## src/rtl/final_adder_pkg.sv

```systemverilog
// final_adder_pkg: shared definitions for the sequential final adder.
// Holds the controller state encoding, default operand/chunk widths and
// the chunk-count derivation used by final_adder_seq.
package final_adder_pkg;

    // Controller states: wait for a row pair, add chunk by chunk, present result.
    typedef enum logic [1:0] {
        ST_IDLE = 2'd0,
        ST_ADD  = 2'd1,
        ST_DONE = 2'd2
    } fa_state_e;

    // Default operand width of the compressor-tree rows.
    localparam int unsigned FA_DEFAULT_WIDTH = 16;

    // Default number of bits added per cycle.
    localparam int unsigned FA_DEFAULT_CHUNK = 4;

    // Number of ADD cycles needed to cover a WIDTH-bit row pair.
    function automatic int unsigned fa_nchunk(input int unsigned width,
                                              input int unsigned chunk);
        return width / chunk;
    endfunction

endpackage : final_adder_pkg

```

## src/rtl/final_adder_seq_chunk_adder.sv

```systemverilog
// chunk_adder: CHUNK-bit ripple-carry adder built from one-bit full-adder
// cells. Purely combinational; the sequential final adder drives it with a
// different chunk of the latched rows on every ADD cycle.
module chunk_adder
    import final_adder_pkg::*;
#(
    parameter int unsigned CHUNK = FA_DEFAULT_CHUNK
) (
    input  logic [CHUNK-1:0] a,
    input  logic [CHUNK-1:0] b,
    input  logic             cin,
    output logic [CHUNK-1:0] s,
    output logic             cout
);

    // Ripple carry chain; c[0] is the incoming carry, c[CHUNK] the outgoing one.
    logic [CHUNK:0] c;

    assign c[0] = cin;

    for (genvar i = 0; i < CHUNK; i++) begin : g_fa
        assign s[i]   = a[i] ^ b[i] ^ c[i];
        assign c[i+1] = (a[i] & b[i]) | (c[i] & (a[i] ^ b[i]));
    end

    assign cout = c[CHUNK];

endmodule : chunk_adder

```

## src/rtl/final_adder_seq.sv

```systemverilog
// final_adder_seq: sequential carry-propagate adder for the sum/carry rows
// of a compressor tree. A row pair is accepted in IDLE, added CHUNK bits
// per cycle through a single shared chunk_adder, and the WIDTH+1-bit result
// (MSB = final carry-out) is held in DONE until the consumer takes it.
// Build option: define FINAL_ADDER_APPROX_LSB_EN to replace the lowest chunk
// by a bitwise OR of the rows with no carry into the next chunk; timing and
// handshake are unchanged.
module final_adder_seq
    import final_adder_pkg::*;
#(
    parameter int unsigned WIDTH = FA_DEFAULT_WIDTH,
    parameter int unsigned CHUNK = FA_DEFAULT_CHUNK
) (
    input  logic             clk,
    input  logic             rst_n,
    input  logic             in_valid,
    output logic             in_ready,
    input  logic [WIDTH-1:0] sum_row,
    input  logic [WIDTH-1:0] carry_row,
    output logic             out_valid,
    input  logic             out_ready,
    output logic [WIDTH:0]   result
);

    localparam int unsigned NCHUNK = fa_nchunk(WIDTH, CHUNK);
    localparam int unsigned IDX_W  = (NCHUNK > 1) ? $clog2(NCHUNK) : 1;
    localparam logic [IDX_W-1:0] LAST_IDX = IDX_W'(NCHUNK - 1);

    // A row that does not split into whole chunks cannot be added correctly.
    if ((WIDTH % CHUNK) != 0) begin : g_bad_cfg
        $error("final_adder_seq: WIDTH must be a multiple of CHUNK");
    end

    fa_state_e        state_q, state_d;
    logic [WIDTH-1:0] sum_q, sum_d;
    logic [WIDTH-1:0] crow_q, crow_d;
    logic             carry_q, carry_d;
    logic [IDX_W-1:0] idx_q, idx_d;
    logic [WIDTH:0]   result_q, result_d;
    logic             in_ready_q, in_ready_d;
    logic             out_valid_q, out_valid_d;

    int unsigned      base;
    logic [CHUNK-1:0] op_a, op_b;
    logic [CHUNK-1:0] add_s, chunk_s;
    logic             add_cout, chunk_cout;

    // Select the current chunk of both latched rows.
    always_comb begin
        base = 32'(idx_q) * CHUNK;
        op_a = sum_q[base +: CHUNK];
        op_b = crow_q[base +: CHUNK];
    end

    chunk_adder #(
        .CHUNK (CHUNK)
    ) u_chunk_adder (
        .a    (op_a),
        .b    (op_b),
        .cin  (carry_q),
        .s    (add_s),
        .cout (add_cout)
    );

    // Per-chunk result, optionally approximated for the lowest chunk.
    always_comb begin
        chunk_s    = add_s;
        chunk_cout = add_cout;
`ifdef FINAL_ADDER_APPROX_LSB_EN
        if (idx_q == '0) begin
            chunk_s    = op_a | op_b;
            chunk_cout = 1'b0;
        end
`else
`endif
    end

    // Next-state and datapath updates for the IDLE/ADD/DONE controller.
    always_comb begin
        state_d     = state_q;
        sum_d       = sum_q;
        crow_d      = crow_q;
        carry_d     = carry_q;
        idx_d       = idx_q;
        result_d    = result_q;
        in_ready_d  = in_ready_q;
        out_valid_d = out_valid_q;

        case (state_q)
            ST_IDLE: begin
                if (in_valid) begin
                    sum_d      = sum_row;
                    crow_d     = carry_row;
                    carry_d    = 1'b0;
                    idx_d      = '0;
                    in_ready_d = 1'b0;
                    state_d    = ST_ADD;
                end
            end
            ST_ADD: begin
                result_d[base +: CHUNK] = chunk_s;
                carry_d                 = chunk_cout;
                idx_d                   = idx_q + IDX_W'(1);
                if (idx_q == LAST_IDX) begin
                    result_d[WIDTH] = chunk_cout;
                    idx_d           = '0;
                    out_valid_d     = 1'b1;
                    state_d         = ST_DONE;
                end
            end
            ST_DONE: begin
                if (out_ready) begin
                    out_valid_d = 1'b0;
                    in_ready_d  = 1'b1;
                    state_d     = ST_IDLE;
                end
            end
            default: begin
                state_d     = ST_IDLE;
                in_ready_d  = 1'b1;
                out_valid_d = 1'b0;
            end
        endcase
    end

    // State, datapath and registered handshake outputs; reset discards any operation.
    always_ff @(posedge clk or negedge rst_n) begin
        if (!rst_n) begin
            state_q     <= ST_IDLE;
            sum_q       <= '0;
            crow_q      <= '0;
            carry_q     <= 1'b0;
            idx_q       <= '0;
            result_q    <= '0;
            in_ready_q  <= 1'b1;
            out_valid_q <= 1'b0;
        end else begin
            state_q     <= state_d;
            sum_q       <= sum_d;
            crow_q      <= crow_d;
            carry_q     <= carry_d;
            idx_q       <= idx_d;
            result_q    <= result_d;
            in_ready_q  <= in_ready_d;
            out_valid_q <= out_valid_d;
        end
    end

    assign in_ready  = in_ready_q;
    assign out_valid = out_valid_q;
    assign result    = result_q;

endmodule : final_adder_seq

```

## config.mk

```make
export PLATFORM = sky130hd
export DESIGN_NAME = final_adder_seq
export DESIGN_NICKNAME = d
export VERILOG_FILES = /design/src/rtl/final_adder_pkg.sv /design/src/rtl/final_adder_seq_chunk_adder.sv /design/src/rtl/final_adder_seq.sv
export SDC_FILE = /design/constraint.sdc
export NUM_CORES = 1
export LEC_CHECK = 0
export ABC_CLOCK_PERIOD_IN_PS = 3520
export CORE_MARGIN = 4
export CORE_UTILIZATION = 51
export CTS_CLUSTER_SIZE = 8
export DETAILED_ROUTE_END_ITERATION = 8
export PLACE_DENSITY = 0.82
export SLEW_MARGIN = 30
export SYNTH_ARGS = -nofsm -noshare
export SYNTH_HDL_FRONTEND = slang
export SYNTH_SLANG_ARGS = --single-unit
```

## constraint.sdc

```tcl
create_clock -name clk -period 3.52 [get_ports clk]
set_input_delay 0.528 -clock clk [delete_from_list [all_inputs] [get_ports clk]]
set_output_delay 0.528 -clock clk [all_outputs]
set_load 0.05 [all_outputs]
```

==> flow_metrics.tcl <==
set metrics [dict create \
    outcome "finished, final reports clean" \
    async_flop_share_pct 100 \
    cp_common_cell "fa_1" \
    synth_edf_count 0 \
    start_kind "flip-flop" \
    ys_top_cells_by_area "dfrtp_1 51%, mux2_2 12%, mux4_2 6.7%" \
    hold_viol_final 0 \
    cts-htree-levels 2 \
    antenna_found_initial 0 \
    cp_cell_sequence "buf_4, mux4_2, fa_1, inv_1, fa_1, inv_1, fa_1, a22o_1" \
    postSynthCellCount 183 \
    grt_max_degree 37 \
    switching_share_pct 42.0 \
    synth.mux.area_fraction_pct 20.3 \
    reg2reg_to "result[3]" \
    antenna_cells 0 \
    overflow 0 \
    critPathMaxFanout 16 \
    drt_iter0_drc 142 \
    synth.largest_area_cell "dfrtp_1" \
    ant_nets 0 \
    maxCapViolations 0 \
    core_area_um2 5140 \
    seq_power_share_pct 33.1 \
    p_int_mw 2.04 \
    firstDrtPassIters 6 \
    worstSetupEndpointType "flip-flop" \
    viasPerCell 5.44 \
    slew_headroom_pct 48.2 \
    synthTopCellsByCount "55 x dfrtp_1, 30 x mux2_2, 17 x a22o_1" \
    post-cts-setup-buffers 0 \
    die_y_um 80.9 \
    period_share_pct 81.7 \
    post_route_cells_drive_above_1_share_pct 25.0 \
    clock_latency_ns 0.30 \
    crit_slowest_cell "mux4_2" \
    fmax_mhz 348 \
    min_period_ns 2.87 \
    drt_wl_total_mm 5.05 \
    cts_resized 0 \
    cts_inserted_buffers 5 \
    synth_area_um2 2710 \
    switchingPower_mw 1.48 \
    synth_compound_area_share_pct 7.67 \
    layout.nets 286 \
    setup-tns-final_ns 0 \
    yosysSeqAreaShare_pct 51.8 \
    io_buffers 54 \
    remaining_drc_errors 0 \
    dp_hpwl_mm 3.94 \
    p_leak_nw 1.47 \
    fp.dieArea_um2 6540 \
    top_level_ports 55 \
    skew_ns 0.0128 \
    synth.most_common_cell "dfrtp_1" \
    synth-seq-cells 56 \
    clkTransAtPathRegs_ns 0.10 \
    worstSetupPathType "flip-flop to flip-flop" \
    nFillCells 400 \
    synth_xor_area_share_pct 0 \
    ctsLongestPathBuffers 2 \
    initial_utilization_pct 52.7 \
    power_density_nw_per_um2 1040 \
    tritoncts "built" \
    grt_pass1_vias 1754 \
    die_w_um 80.9 \
    hold_ws_ns 0.293 \
    ir_drop_v 0.000612 \
    root_buffer "clkbuf_8" \
    wire_per_inst_um 16.3 \
    synth_warnings 0 \
    rsz0062_at_grt "false" \
    yosys.area_share.simple_pct 9.28 \
    p_comb_share_pct 55.3 \
    rows 26 \
    syn_nets 230 \
    clock_sinks 56 \
    ctsHoldBuffers 0 \
    slowest_delay_ns 0.56 \
    regToRegSetupSlack_ns 0.65 \
    ys.flop_type "dfrtp_1" \
    gp_congestion 0.785 \
    rr_worst_depth 8 \
    r2r-start "idx_q[0]" \
    synth.distinct_cells 27 \
    syn_to_final_growth_pct 25.3 \
    setup_violations 0 \
    grt_pass1_wl_mm 8.53 \
    worst_pin_slew_ns 0.776 \
    syn_avg_cell_area_um2 14.8 \
    p_clk_share_pct 11.6 \
    crit_arrival_ns 3.06 \
    synth.top_cell.area_share_pct 50.8 \
    grtUsageTotal_pct 17.1 \
    synthAdderAreaFrac_pct 6.19 \
    finalMaxSlewViolations 0 \
    dr_total_vias 1685 \
    hp-class "input pin to async pin" \
    synth_top_family_by_area "multiplexers" \
    cp.required_ns 3.71 \
]
==> layout by cell type, fill, tap and decap left out, drive strengths merged <==
cell           netlist  final
o22a                 1      1
o21ai                5      5
mux2                32     32
nand3b               4      4
a21oi                5      5
clkbuf               2      6
nand2                4      4
buf                  7      5
dfrtp               55     55
bufinv               0      1
fa                   4      4
clkinv               0      1
ha                   7      7
mux4                 8      8
nand3                3      3
nor3b                1      1
a22o                17     17
nor4b                3      3
inv                 14     14
clkdlybuf4s50        0     53
dfstp                1      1
nor4                 2      2
and2b                1      1
nand4                1      1
nor2                 5      5
mux2i                1      1
==> registers in the layout (all words and copies together), names as in the netlist <==
register / count
result: 17
crow_q: 16
sum_q: 16
idx_q: 2
state_q: 2
carry_q: 1
in_ready: 1
out_valid: 1
==> routing by layer <==
| layer | GRT usage [%] | vias to the layer above | wire length, µm |
|---|---|---|---|
| met5 | 0 | - | 0 |
| met4 | 6.59 | 0 | 121 |
| met3 | 3.99 | 10 | 265 |
| met2 | 27.7 | 57 | 2550 |
| met1 | 22.4 | 841 | 2110 |
| li1 | - | 777 | - |
==> final cells by class <==
class	count	area [µm²]	area share, %
clock buffers	6	72.6	2.14
clock inverters	2	35.0	1.03
inverters	14	52.6	1.55
multi-input cells	104	1180	34.7
flip-flops and latches	56	1400	41.3
well taps	70	87.6	2.58
repair buffers	58	566	16.7
==> worst max-delay path by stage <==
stage	from	endpoint	slack, ns	depth (start not counted)
after floorplan	idx_q[1]	result[11]	0.71	11
after global placement	idx_q[0]	result[7]	0.69	8
after detailed placement	idx_q[0]	result[3]	0.62	8
after CTS	idx_q[0]	result[3]	0.60	8
after global routing	idx_q[0]	result[6]	0.47	8
final	idx_q[0]	result[3]	0.65	8
==> power groups by stage <==
stage / registers, mW / logic (mW) / clock network [mW]
5_1_grt: 1.20 / 2.10 / 0.450
3_5_place_dp: 1.18 / 1.96 / 0
6_report: 1.16 / 1.94 / 0.408
3_3_place_gp: 1.17 / 1.90 / 0
2_1_floorplan: 1.35 / 1.25 / 0
4_1_cts: 1.17 / 1.96 / 0.418
==> metrics by stage <==
step	setup WS (ns)	area, µm²	std cells	power (mW)	util, %
2_1_floorplan	0.711	2710	183	2.61	-
6_report	0.646	3390	310	3.51	66.0
4_1_cts	0.604	3390	310	3.55	66.0
5_1_grt	0.471	3390	310	3.75	66.0
3_5_place_dp	0.624	3290	302	3.14	63.9
3_3_place_gp	0.690	3290	302	3.06	63.9
==> worst max-delay path, delay by kind of cell, from the launching register on <==
| family | cells | cell delay, ns |
|---|---|---|
| fa+ha+maj | 3 | 1.09 |
| mux | 1 | 0.56 |
| flops | 1 | 0.46 |
| buf+inv | 3 | 0.43 |
| compound gates | 1 | 0.23 |
==> logic make-up (layout without fill, tap and decap cells) <==
group	Yosys count	count (layout)
flip-flops	56	56
adder cells (fa/ha/maj)	11	11
AND/OR/NAND/NOR	24	24
multiplexers	41	41
buffers and inverters	23	80
AO/OA/AOI/OAI	28	28
Note: power is estimated with default switching activity, not from simulation.
